==> src/rtl/cmp_pkg.sv <==
// Shared encodings for the serial comparator: FSM states, running verdict,
// and a helper that turns a verdict into the one-hot {aeb, agb, alb} flags.
package cmp_pkg;

  typedef enum logic [1:0] {
    ST_IDLE = 2'd0,
    ST_RUN  = 2'd1,
    ST_DONE = 2'd2
  } state_t;

  typedef enum logic [1:0] {
    V_EQ = 2'd0,
    V_GT = 2'd1,
    V_LT = 2'd2
  } verdict_t;

  function automatic logic [2:0] verdictToFlags(input verdict_t v);
    logic [2:0] flags;
    flags = 3'b000;
    case (v)
      V_EQ:    flags = 3'b100;
      V_GT:    flags = 3'b010;
      V_LT:    flags = 3'b001;
      default: flags = 3'b000;
    endcase
    return flags;
  endfunction

endpackage

==> src/rtl/comp1b.sv <==
// Single-bit magnitude comparator: exactly one of aeb/agb/alb is high.
module comp1b (
  input  logic a,
  input  logic b,
  output logic aeb,
  output logic agb,
  output logic alb
);

  assign aeb = ~(a ^ b);
  assign agb = a & ~b;
  assign alb = ~a & b;

endmodule

==> src/rtl/serial_cmp_seq.sv <==
// Bit-serial N-bit magnitude comparator, MSB first. The first differing bit
// pair decides the verdict; the result is published with a one-cycle done.
module serial_cmp_seq
  import cmp_pkg::*;
#(
  parameter int N = 8
) (
  input  logic clk,
  input  logic rst_n,
  input  logic start,
  input  logic clear,
  input  logic bit_valid,
  input  logic a_bit,
  input  logic b_bit,
  output logic busy,
  output logic done,
  output logic aeb,
  output logic agb,
  output logic alb
);

  localparam int CW = $clog2(N + 1);
  localparam logic [CW-1:0] LastCnt = CW'(N - 1);

  state_t         r_state;
  verdict_t       r_verdict;
  logic [CW-1:0]  r_cnt;
  logic           r_busy;
  logic           r_done;
  logic [2:0]     r_flags;

  state_t         w_stateNext;
  verdict_t       w_verdictNext;
  verdict_t       w_verdictUpd;
  logic [CW-1:0]  w_cntNext;
  logic           w_doneNext;
  logic [2:0]     w_flagsNext;
  logic           w_aeb;
  logic           w_agb;
  logic           w_alb;

  comp1b u_comp1b (
    .a   (a_bit),
    .b   (b_bit),
    .aeb (w_aeb),
    .agb (w_agb),
    .alb (w_alb)
  );

  // Once the verdict leaves EQ it is frozen; only an EQ verdict looks at the bit pair.
  always_comb begin
    w_verdictUpd = r_verdict;
    if (r_verdict == V_EQ) begin
      case ({w_aeb, w_agb, w_alb})
        3'b010:  w_verdictUpd = V_GT;
        3'b001:  w_verdictUpd = V_LT;
        default: w_verdictUpd = V_EQ;
      endcase
    end
  end

  always_comb begin
    w_stateNext   = r_state;
    w_verdictNext = r_verdict;
    w_cntNext     = r_cnt;
    w_doneNext    = 1'b0;
    w_flagsNext   = r_flags;

    if (clear) begin
      w_stateNext   = ST_IDLE;
      w_verdictNext = V_EQ;
      w_cntNext     = '0;
      w_flagsNext   = 3'b000;
    end else begin
      case (r_state)
        ST_IDLE, ST_DONE: begin
          if (start) begin
            w_stateNext   = ST_RUN;
            w_verdictNext = V_EQ;
            w_cntNext     = '0;
          end else begin
            w_stateNext = ST_IDLE;
          end
        end
        ST_RUN: begin
          if (bit_valid) begin
            w_verdictNext = w_verdictUpd;
            w_cntNext     = r_cnt + 1'b1;
            if (r_cnt == LastCnt) begin
              w_stateNext = ST_DONE;
              w_doneNext  = 1'b1;
              w_flagsNext = verdictToFlags(w_verdictUpd);
            end
          end
        end
        default: begin
          w_stateNext   = ST_IDLE;
          w_verdictNext = V_EQ;
          w_cntNext     = '0;
        end
      endcase
    end
  end

  always_ff @(posedge clk or negedge rst_n) begin
    if (!rst_n) begin
      r_state   <= ST_IDLE;
      r_verdict <= V_EQ;
      r_cnt     <= '0;
      r_busy    <= 1'b0;
      r_done    <= 1'b0;
      r_flags   <= 3'b000;
    end else begin
      r_state   <= w_stateNext;
      r_verdict <= w_verdictNext;
      r_cnt     <= w_cntNext;
      r_busy    <= (w_stateNext == ST_RUN);
      r_done    <= w_doneNext;
      r_flags   <= w_flagsNext;
    end
  end

  assign busy = r_busy;
  assign done = r_done;
  assign aeb  = r_flags[2];
  assign agb  = r_flags[1];
  assign alb  = r_flags[0];

endmodule
==> config.mk <==
export PLATFORM = sky130hd
export DESIGN_NAME = serial_cmp_seq
export DESIGN_NICKNAME = d
export VERILOG_FILES = /design/src/rtl/cmp_pkg.sv /design/src/rtl/comp1b.sv /design/src/rtl/serial_cmp_seq.sv
export SDC_FILE = /design/constraint.sdc
export NUM_CORES = 1
export LEC_CHECK = 0
export BUFFER_PORTS_ARGS = -buffer_cell sky130_fd_sc_hd__buf_2
export CAP_MARGIN = 20
export CORE_AREA = 3 3 40 42
export CTS_CLUSTER_SIZE = 24
export DETAILED_ROUTE_END_ITERATION = 8
export DIE_AREA = 0 0 43 45
export PLACE_DENSITY = 0.78
export SYNTH_ARGS = -nofsm -noshare
export SYNTH_HDL_FRONTEND = slang
export SYNTH_SLANG_ARGS = --single-unit
==> constraint.sdc <==
create_clock -name clk -period 2.4 [get_ports clk]
set_clock_uncertainty 0.1 [all_clocks]
set_input_delay 0.24 -clock clk [delete_from_list [all_inputs] [get_ports clk]]
set_output_delay 0.24 -clock clk [all_outputs]
set_load 0.03 [all_outputs]
-- Yosys cells after proc, flatten, opt, wreduce, memory -nomap -nowiden
Cells that the tools add are included.
- logic and storage cells: 56
- flip-flop bits (word level): 13
- input port bits: 7
- output and inout port bits: 5
- bitwise operators: 6
- reductions and logical operators: 9
- $add $sub $neg: 1
- equality and inequality tests: 10
- multiplexer cells: 24
- operators by type and width (operator ; count):
    2-to-1 mux 2 bit ; 7
    2-to-1 mux 3 bit ; 4
    2-to-1 mux 4 bit ; 3
    case mux 2 bit (2 select lines) ; 3
    case mux 3 bit (3 select lines) ; 1
    case mux 4 bit (2 select lines) ; 1
    == test 2 x 1 -> 1 bit, second input constant ; 3
    logical NOT 2 bit ; 3
    inequality test 3 bit, second input constant ; 2
    nonzero test 2 bit ; 3
    2-to-1 mux 1 bit ; 5
    adder 4 x 1 -> 4 bit, second input constant ; 1
    == test 2 bit, second input constant ; 2
    == test 4 x 3 -> 1 bit, second input constant ; 1
    == test 3 x 1 -> 1 bit, second input constant ; 1
    == test 3 x 2 -> 1 bit, second input constant ; 1
    inverter 1 bit ; 3
    AND reduction 3 bit ; 1
    AND 1 bit ; 2
    AND reduction 2 bit ; 1
    OR reduction 2 bit ; 1
    bitwise XOR 1 bit ; 1

-- Longest topological paths before layout
Gate-level depths: netlist of run 1.
- depth after elaboration: 11
- depth in mapped cells: 5
- gate-level depth less buffers: 5

-- Hierarchy
From an unflattened synthesis of run 1, not the netlist that was laid out.
- cell total of the unflattened synthesis: 67
- area total of the unflattened synthesis: 704.4 um^2
- by module, submodules not included (module ; cells an instance ; seq. area each (um^2) ; area an instance (um^2) ; times used):
    serial_cmp_seq ; 63 ; 325.3 ; 671.9 ; 1
    comp1b ; 4 ; 0.0 ; 32.5 ; 1

-- Worst setup path before layout of run 1
OpenSTA, ideal clock, no wires.
- path kind: reg2reg
- start: register r_cnt[0]
- end: register r_flags[0]
- period minus slack after synthesis: 1.518 ns
- arrival: 1.340 ns
- setup time: 0.078 ns
- setup slack: 0.882 ns
- data required time: 2.222 ns
- cell stages (with the launch flop): 6
- path buffers: 0
- path through: dfrtp_1 ha_1 nand4b_1 nand2b_4 or3_1 a21oi_1
- longest elaborated chain between the ends: 3
- RTL lines (item ; line ; source):
    from (decl) ; serial_cmp_seq.sv:27 ; logic [CW-1:0] r_cnt;
    from (signal assigned) ; serial_cmp_seq.sv:116 ; r_cnt <= w_cntNext;
    == test 4 x 3 -> 1 bit ; serial_cmp_seq.sv:89 ; if (r_cnt == LastCnt) begin
    nonzero test 2 bit (no line) ; - ;
    AND reduction 3 bit (no line) ; - ;
    to (signal assigned) ; serial_cmp_seq.sv:119 ; r_flags <= w_flagsNext;
    to (decl) ; serial_cmp_seq.sv:30 ; logic [2:0] r_flags;
Every way passes these cells.
A chain may end at the register's enable or synchronous reset.

-- Final worst setup path of run 1
- start: register r_cnt[0]
- end: register r_flags[1]
Same word-level chain as after synthesis.

==> results of run 1 <==
-- critical path, cell delays in order, from the launching register on --
cell and delay, ns:
dfrtp_1 0.39, ha_1 0.20, nand4b_1 0.18, nand2b_4 0.21, or3_1 0.35, a21oi_1 0.14
-- Yosys cell counts (all sizes together) --
master  instances
o21ai           6
inv             1
or3b            1
nor2b           4
nand4b          1
nor2            6
o31ai           2
clkbuf          1
ha              1
nor4            1
nand3           2
nand2           7
mux2i           1
nor3            3
nor3b           1
nand2b          2
a21oi           6
dfrtp          13
or3             3
-- cell usage in the layout (no fill, tap or decap), types with 2 or more instances in the layout --
cell	synthesis	final
or3_1	3	3
dfrtp_1	13	13
buf_2	0	11
o21ai_0	6	6
nor2_1	6	6
nor3_1	3	3
nand2_1	7	7
nand3_1	2	2
a21oi_1	6	6
nor2b_1	4	4
clkbuf_4	0	3
-- flip-flops by register name, indices dropped and copies added (netlist names) --
signal and cells:
done 1, r_state 2, r_flags 3, busy 1
r_cnt 4, r_verdict 2
-- power by group --
group / internal, W / leakage (nW) / switching [W]
logic: 0.0000155 / 0.146 / 0.0000285
clock network: 0.0000644 / 0.0150 / 0.0000679
registers: 0.000224 / 0.179 / 0.00000388
total: 0.000304 / 0.340 / 0.000100
-- stage by stage --
step                cells  utilization  area [µm²]  hold slack, ns  setup slack (ns)
floorplan              62            -         604          -0.156             0.882
global placement       87        0.525         674          0.0386             0.833
detailed placement     87        0.525         674          0.0418             0.773
CTS                    92        0.553         711           0.163             0.760
global route           92        0.553         711           0.182             0.624
finish                 92        0.553         711           0.172             0.758
-- kinds of logic after synthesis --
kind of cell,count (synthesis),synth area share
buffers and inverters,2,0.0124
AO/OA/AOI/OAI,14,0.133
multiplexers,1,0.0166
flip-flops,13,0.538
adder cells (fa/ha/maj),1,0.0207
AND/OR/NAND/NOR,31,0.280
-- how the worst max path moves through the flow --
stage	startpoint	to	slack [ns]	depth (start not counted)
floorplan	r_cnt[0]	r_flags[0]	0.88	5
global placement	r_cnt[0]	r_flags[0]	0.83	5
detailed placement	r_cnt[0]	r_flags[1]	0.77	5
CTS	r_cnt[0]	r_flags[1]	0.76	5
global route	r_cnt[0]	r_flags[1]	0.62	5
finish	r_cnt[0]	r_flags[1]	0.76	5
-- layout make-up --
cell class              count  area [µm²]
inverters                   1        3.75
clock buffers               4        26.3
well taps                  15        18.8
multi-input cells          47         272
flip-flops and latches     13         325
fillers                   113         574
repair buffers             12        65.1
-- per-layer routing --
metal	vias to the layer above	routed length, µm	GRT usage
met5	-	0	0
met4	0	18	0.0904
met3	4	55	0.0239
met2	10	558	0.231
met1	245	495	0.168
li1	249	-	-
-- timing repair --
item,4_1_cts,5_1_grt
buffers inserted,0,0
hold buffers,1,0
endpoints found under the hold margin,13,0
==> metrics, run 1 <==
post-cts sizing count=0; row cnt=13; worst-skew pair later-pin latency=0.27 ns; min-delay worst type=in2reg; Yosys top cell area share=0.538; CTS clk-pin slew, worst paths=about 0.08 ns; post-route ant nets=0; Congestion Overflow GR=0; sequential share of the synthesized area=0.538; Initial Utilization=0.470; CTS Buf Count=3; routed wire length=1130 µm; post-route clock period utilization=0.684; syn_nets=70; power per cell area=between 500 and 600 mW/mm²; critical-path maximum fanout=5; maximum vdd drop=0.000327 V; drt pass-1 iters=4; Leakage=approximately 0.34 nW; Relative slew margins=0.649; TritonCTS clock tree=yes; setup TNS=0 ns; vias in the first global route=499; hold depth=2; Syn Std Cell Area=a little over 600 µm²; syn_area_per_cell=9.75 µm²; Final Power=approximately 0.0004 W; initial antenna violation count=0; reg-to-reg startpoint=r_cnt[0]; post-synthesis register bit count=13; worst r2r path cells=5; dpl hpwl=880 µm; number of H-tree levels=1; Worst Tran Pin Value=roughly 0.52 ns; initial DRC count=4; final setup fails=0; Slew Limit Fails=0; fmax=slightly above 0.6 GHz; largest net degree at the start of global routing=14; unrepaired setup endpoints after global routing=no; worst hold start=clear; DIE WIDTH=43 µm; outcome=finished clean; Final nets=86; Crit Path Class=reg2reg; worst endpoint required time=2.50 ns; routability congestion estimate=0.779; Die Footprint=just under 0.002 mm²; layout cells sized above 1=0.221; # DRC=0; first-pass GRT wire length=1990 µm; Tmin final=roughly 1.6 ns; maximum capacitance violations=0; largest cells by area after synthesis=dfrtp_1 (54%), a21oi_1 (5.0%), o21ai_0 (5.0%), nand2_1 (4.3%), nor2b_1 (4.1%); PortBufs=11; Root Driver=clkbuf_4; WP data arrival=between 1.5 and 2 ns; DR vias=508; io pins=12; yosys synthesis warning count=0; Final Hold Viols=0; area leader, netlist=dfrtp_1; drt wl/cell=12.3 µm; Distinct cells, synth=21; CP endpoint kind=flip-flop; GRT Resource Usage Total=0.139; CORE AREA=approximately 0.0013 mm²; Startpoint Class=flip-flop; overall die height=45 µm; RR Endpoint=r_flags[1]; CTS Buffer Depth=2; clock sinks=13; diode count=0; R2R Setup Slk=0.76 ns; hold endpoint=r_flags[0]; Syn Inst Count=slightly above 60; area grow syn2layout=17.6%; Vias/cell=roughly 5.5
No activity file was read; power rests on OpenSTA's default activity.
==> run 2, diff against run 1 <==
- ABC_AREA: unset -> 1
- PLACE_DENSITY: 0.78 -> 0.8
- clock period: 2.4 -> 1.6 ns (I/O delays scaled with it)
==> metrics, run 2 <==
outcome=finished clean; row cnt=13; dpl hpwl=988 µm; most used flip-flop cell after synthesis=dfrtp_1; first-pass GRT wire length=around 2200 µm; Relative slew margins=0.739; Startpoint Class=flip-flop; post-route clock period utilization=0.825; Leakage=0.414 nW; commonest non-fill, non-tap cells in the layout=nand2_1 (21), nand3_1 (14), dfrtp_1 (13), buf_2 (11), inv_1 (8); routability congestion estimate=0.793; Root Driver=clkbuf_4; CTS clk-pin slew, worst paths=0.08 ns; overall die height=45 µm; setup TNS=0 ns; most common cell after layout, fill and taps aside=nand2_1; CTS Buffer Depth=2; WP data arrival=1.42 ns; Core Util, Final=0.580; syn_area_per_cell=8.25 µm²; area grow syn2layout=17.3%; largest cells by area after synthesis=dfrtp_1 (51%), nand2_1 (12%), nand3_1 (11%), inv_1 (4.7%), nor2_4 (3.5%); CTS Buf Count=3; Seq pwr share=0.554; Syn Inst Count=77; maximum capacitance violations=0; number of H-tree levels=1; post-synthesis register bit count=13; # DRC=0; most frequent cell after synthesis=nand2_1; maximum vdd drop=0.000458 V; internal power=0.000453 W; Distinct cells, synth=16; initial DRC count=3; R2R Setup Slk=0.28 ns; hold endpoint=busy; drt wl/cell=around 12 µm; power per cell area=820 mW/mm²; syn_nets=85; hold depth=2; CP endpoint kind=flip-flop; area leader, netlist=dfrtp_1; worst endpoint required time=1.70 ns; switch share=0.260; DIE WIDTH=between 40 and 50 µm; Post-synth EDFFs=0; layout cells sized above 1=0.237; Final Hold Viols=0; commonest cells in the netlist=nand2_1 (21), nand3_1 (14), dfrtp_1 (13); largest net degree at the start of global routing=14; worst hold start=clear; io pins=12; clock sinks=13; Final nets=102; reg-to-reg startpoint=r_cnt[0]; Slew Limit Fails=0; Die Footprint=0.00194 mm²; post-route ant nets=0; min-delay worst type=in2reg; Vias/cell=~5.1; Worst Tran Pin Value=0.389 ns; TritonCTS clock tree=yes; Syn Std Cell Area=636 µm²; Biggest register=r_cnt; Crit Path Class=reg2reg; DR vias=552; final setup fails=0; Congestion Overflow GR=0; largest registers=r_cnt x4, r_flags x3; sequential share of the synthesized area=0.512; drt pass-1 iters=3; Yosys top cell area share=0.512; GRT Resource Usage Total=0.159; Setup Buffers After CTS=0; fmax=0.758 GHz; worst-skew pair later-pin latency=0.28 ns; routed wire length=1310 µm; Logic pwr share=0.111; Tmin final=between 1 and 1.5 ns; asr flop ratio synth=1.00; worst r2r path cells=6; initial antenna violation count=0; unrepaired setup endpoints after global routing=no; Clk pwr share=0.335; CORE AREA=0.00128 mm²; worst hold margin=0.0151 ns; PortBufs=11; yosys synthesis warning count=0; Initial Utilization=0.495; critical-path maximum fanout=3; RR Endpoint=r_state[0]; Psw=0.000159 W; number of flip-flops in the largest register=4; diode count=0; vias in the first global route=518
==> run 2: cell count changes in the layout (fill, tap and decap cells not counted), sizes merged, moves of 3 or more <==
cell and delta:
nand2 +15, o21ai -3, inv +11, nor3 -3, or3 -3, nor2b -4, nand3 +12
==> run 2: cell type report <==
| class | instances | area [µm²] |
|---|---|---|
| Sequential cell | 13 | 325 |
| Timing Repair Buffer | 12 | 65.1 |
| Fill cell | 121 | 539 |
| Tap cell | 15 | 18.8 |
| Inverter | 12 | 45.0 |
| Clock buffer | 4 | 26.3 |
| Multi-Input combinational cell | 52 | 265 |
==> run 2: worst max-delay path by stage <==
| stage | slack (ns) | cells after the start | startpoint | end |
|---|---|---|---|---|
| global placement | 0.34 | 6 | r_cnt[0] | busy |
| finish | 0.28 | 6 | r_cnt[0] | r_state[0] |
| CTS | 0.29 | 6 | r_cnt[0] | busy |
| detailed placement | 0.30 | 4 | r_state[1] | r_cnt[2] |
| global route | 0.17 | 4 | r_state[1] | r_cnt[2] |
| floorplan | 0.40 | 6 | r_cnt[0] | busy |
==> run 2: power groups by stage <==
stage / Sequential, W / Clock (W) / Combinational (W)
2_1_floorplan: 0.000349 / 0 / 0.0000342
3_3_place_gp: 0.000345 / 0 / 0.0000640
3_5_place_dp: 0.000346 / 0 / 0.0000663
4_1_cts: 0.000339 / 0.000210 / 0.0000685
5_1_grt: 0.000340 / 0.000220 / 0.0000760
6_report: 0.000339 / 0.000205 / 0.0000677
==> run 2: worst max-delay path, cell delays in order, from the launching register on <==
cell and delay, ns:
dfrtp_1 0.41, ha_1 0.22, nand2_1 0.08, inv_1 0.05, nand2_1 0.14, nand2_1 0.10
a21oi_1 0.13
==> run 2: per-layer routing <==
layer  vias to the layer above  share of wire  global-route usage  routed length (µm)
met2                        15           0.47               0.249                 610
li1                        280              -                   -                   -
met4                         0          0.040               0.108                  52
met5                         -              0                   0                   0
met1                       250           0.44               0.195                 579
met3                         7          0.050              0.0398                  66
==> run 2: timing repair <==
action,in CTS,in global routing
hold endpoints to repair,13,0
hold buffers,1,0
setup endpoints to repair,0,0
resized for setup,0,0
==> run 2: kinds of logic after synthesis <==
kind of cell | after synthesis | synth area share
flops | 13 | 0.512
compound gates | 7 | 0.0610
simple gates | 42 | 0.307
buf+inv | 12 | 0.0709
xor+xnor | 1 | 0.0138
mux | 1 | 0.0157
fa+ha+maj | 1 | 0.0197
==> run 2: through the flow <==
stage	area, µm²	instances	worst slack (ns)	power [W]
2_1_floorplan	636	77	0.399	0.000384
3_3_place_gp	709	103	0.344	0.000409
3_5_place_dp	709	103	0.295	0.000412
4_1_cts	746	108	0.286	0.000617
5_1_grt	746	108	0.171	0.000636
6_report	746	108	0.280	0.000611
==> run 3, diff against run 2 <==
- CORE_AREA: 3 3 40 42 -> unset
- CORE_MARGIN: unset -> 3
- CORE_UTILIZATION: unset -> 46
- DIE_AREA: 0 0 43 45 -> unset
- PLACE_DENSITY: 0.8 -> 0.81
- clock period: 1.6 -> 1.1 ns (I/O delays scaled with it)
==> metrics, run 3 (synthesis gave the netlist of run 2 again) <==
dpl hpwl=slightly above 1000 µm; Final nets=110; worst-skew pair later-pin latency=0.27 ns; Placed Cells=107; commonest non-fill, non-tap cells in the layout=nand2_1 (17), nand3_1 (13), dfrtp_1 (13), buf_2 (11), inv_1 (7); initial antenna violation count=0; area grow syn2layout=35.8%; reg-to-reg startpoint=r_cnt[0]; Worst Slack Setup Final=-0.118 ns; max incr delay on CP=0.36 ns; row cnt=12; Worst Tran Pin Value=0.306 ns; Die Footprint=0.00186 mm²; CTS clk-pin slew, worst paths=0.08 ns; Tmin final=1.22 ns; Initial Utilization=0.529; PortBufs=11; critical-path maximum fanout=3; vias in the first global route=between 500 and 600; WP data arrival=between 1 and 1.5 ns; clock sinks=13; maximum capacitance violations=0; M3 GR Usage=0.0254; Startpoint Class=flip-flop; layout cells sized above 1=0.396; CORE AREA=0.00120 mm²; Leakage=0.464 nW; post-route ant nets=0; # DRC=0; power per cell area=1080 mW/mm²; largest net degree at the start of global routing=14; CP endpoint kind=flip-flop; Root Driver=clkbuf_4; drt wl/cell=between 10 and 15 µm; min-delay worst type=in2reg; number of flip-flops in the largest register=4; unrepaired setup endpoints after global routing=yes; failing checks=negative setup slack; initial DRC count=8; maximum vdd drop=0.000772 V; grt met1 use=0.204; Cell Area, Placed=754 µm²; first-pass GRT wire length=2330 µm; fmax=roughly 0.82 GHz; Final Hold Viols=0; routability congestion estimate=0.846; worst-path cell chain=ha_2, nand2_2, inv_2, nand3_1, nand3_1, nand2_1; cell family with most CP delay=simple AND/OR/NAND/NOR gates; number of H-tree levels=1; setup TNS=-0.684 ns; overall die height=approximately 43 µm; Vias/cell=5.03; worst hold start=start; R2R Setup Slk=-0.12 ns; Crit path buffers/inverters=1; GRT Resource Usage Total=0.166; most used cell, CP=nand3_1; TritonCTS clock tree=yes; routed wire length=1510 µm; diode count=0; worst endpoint required time=between 1 and 1.5 ns; DIE WIDTH=around 43 µm; Biggest register=r_cnt; CTS Buffer Depth=2; crit path launch=r_cnt[0]; Relative slew margins=0.796; DR vias=578; io pins=12; Crit Path Class=reg2reg; Finished Cell Area=863 µm²; worst hold margin=just under 0.06 ns; drt pass-1 iters=4; final setup fails=11; Post-Layout Cell Count=115; largest registers=r_cnt x4, r_flags x3; CTS Buf Count=3; Slew Limit Fails=0; post-route clock period utilization=1.11; GRT busiest layer=met2; outcome=finished, violations left; Global Route met2 Usage=0.283; slowest CP cell=dfrtp_1; Congestion Overflow GR=0; most common cell after layout, fill and taps aside=nand2_1
==> run 3: path summary, 6_finish.rpt <==
path	end	cells past startpoint
worst max-delay path	r_flags[2]	6
worst min-delay path	r_cnt[1]	4
worst max register to register	r_flags[2]	6
worst min register to register	r_flags[1]	2
max in group asynchronous	r_flags[0]	2
min in group asynchronous	r_cnt[0]	2
==> run 3: layout make-up <==
| class | count | area (µm²) |
|---|---|---|
| Tap cell | 14 | 17.5 |
| Inverter | 12 | 45.0 |
| Fill cell | 98 | 338 |
| Clock buffer | 4 | 26.3 |
| Multi-Input combinational cell | 52 | 318 |
| Sequential cell | 13 | 325 |
| Timing Repair Buffer | 20 | 131 |
==> run 3: stage by stage <==
stage               total power (W)   util  worst slack (ns)
floorplan                  0.000559      -           -0.0326
global placement           0.000608  0.628           -0.0686
detailed placement         0.000612  0.628           -0.0963
CTS                        0.000918  0.679            -0.106
global route               0.000967  0.719            -0.205
finish                     0.000931  0.719            -0.118
==> run 3: repair_timing <==
item | in CTS | in global routing
pin swaps | 2 | 7
hold buffers | 2 | 0
endpoints found under the setup margin | 9 | 12
resized for setup | 5 | 8
buffers inserted | 0 | 2
endpoints found under the hold margin | 15 | 0
==> run 3: per-layer routing <==
| layer | up-vias | part of all wire |
|---|---|---|
| met3 | 2 | 0.051 |
| met2 | 21 | 0.51 |
| met4 | 0 | 0.0046 |
| li1 | 296 | - |
| met1 | 259 | 0.43 |
| met5 | - | 0 |
==> run 3: where the power goes <==
group / switching (W) / leakage (nW) / internal [W]
clock network: 0.000158 / 0.0150 / 0.000140
registers: 0.00000456 / 0.179 / 0.000487
logic: 0.0000887 / 0.271 / 0.0000520
==> run 3: worst reg2reg max path, cell delays in order, from the launching register on <==
cell,delay (ns)
dfrtp_1,0.36
ha_2,0.20
nand2_2,0.07
inv_2,0.09
nand3_1,0.13
nand3_1,0.11
nand2_1,0.06
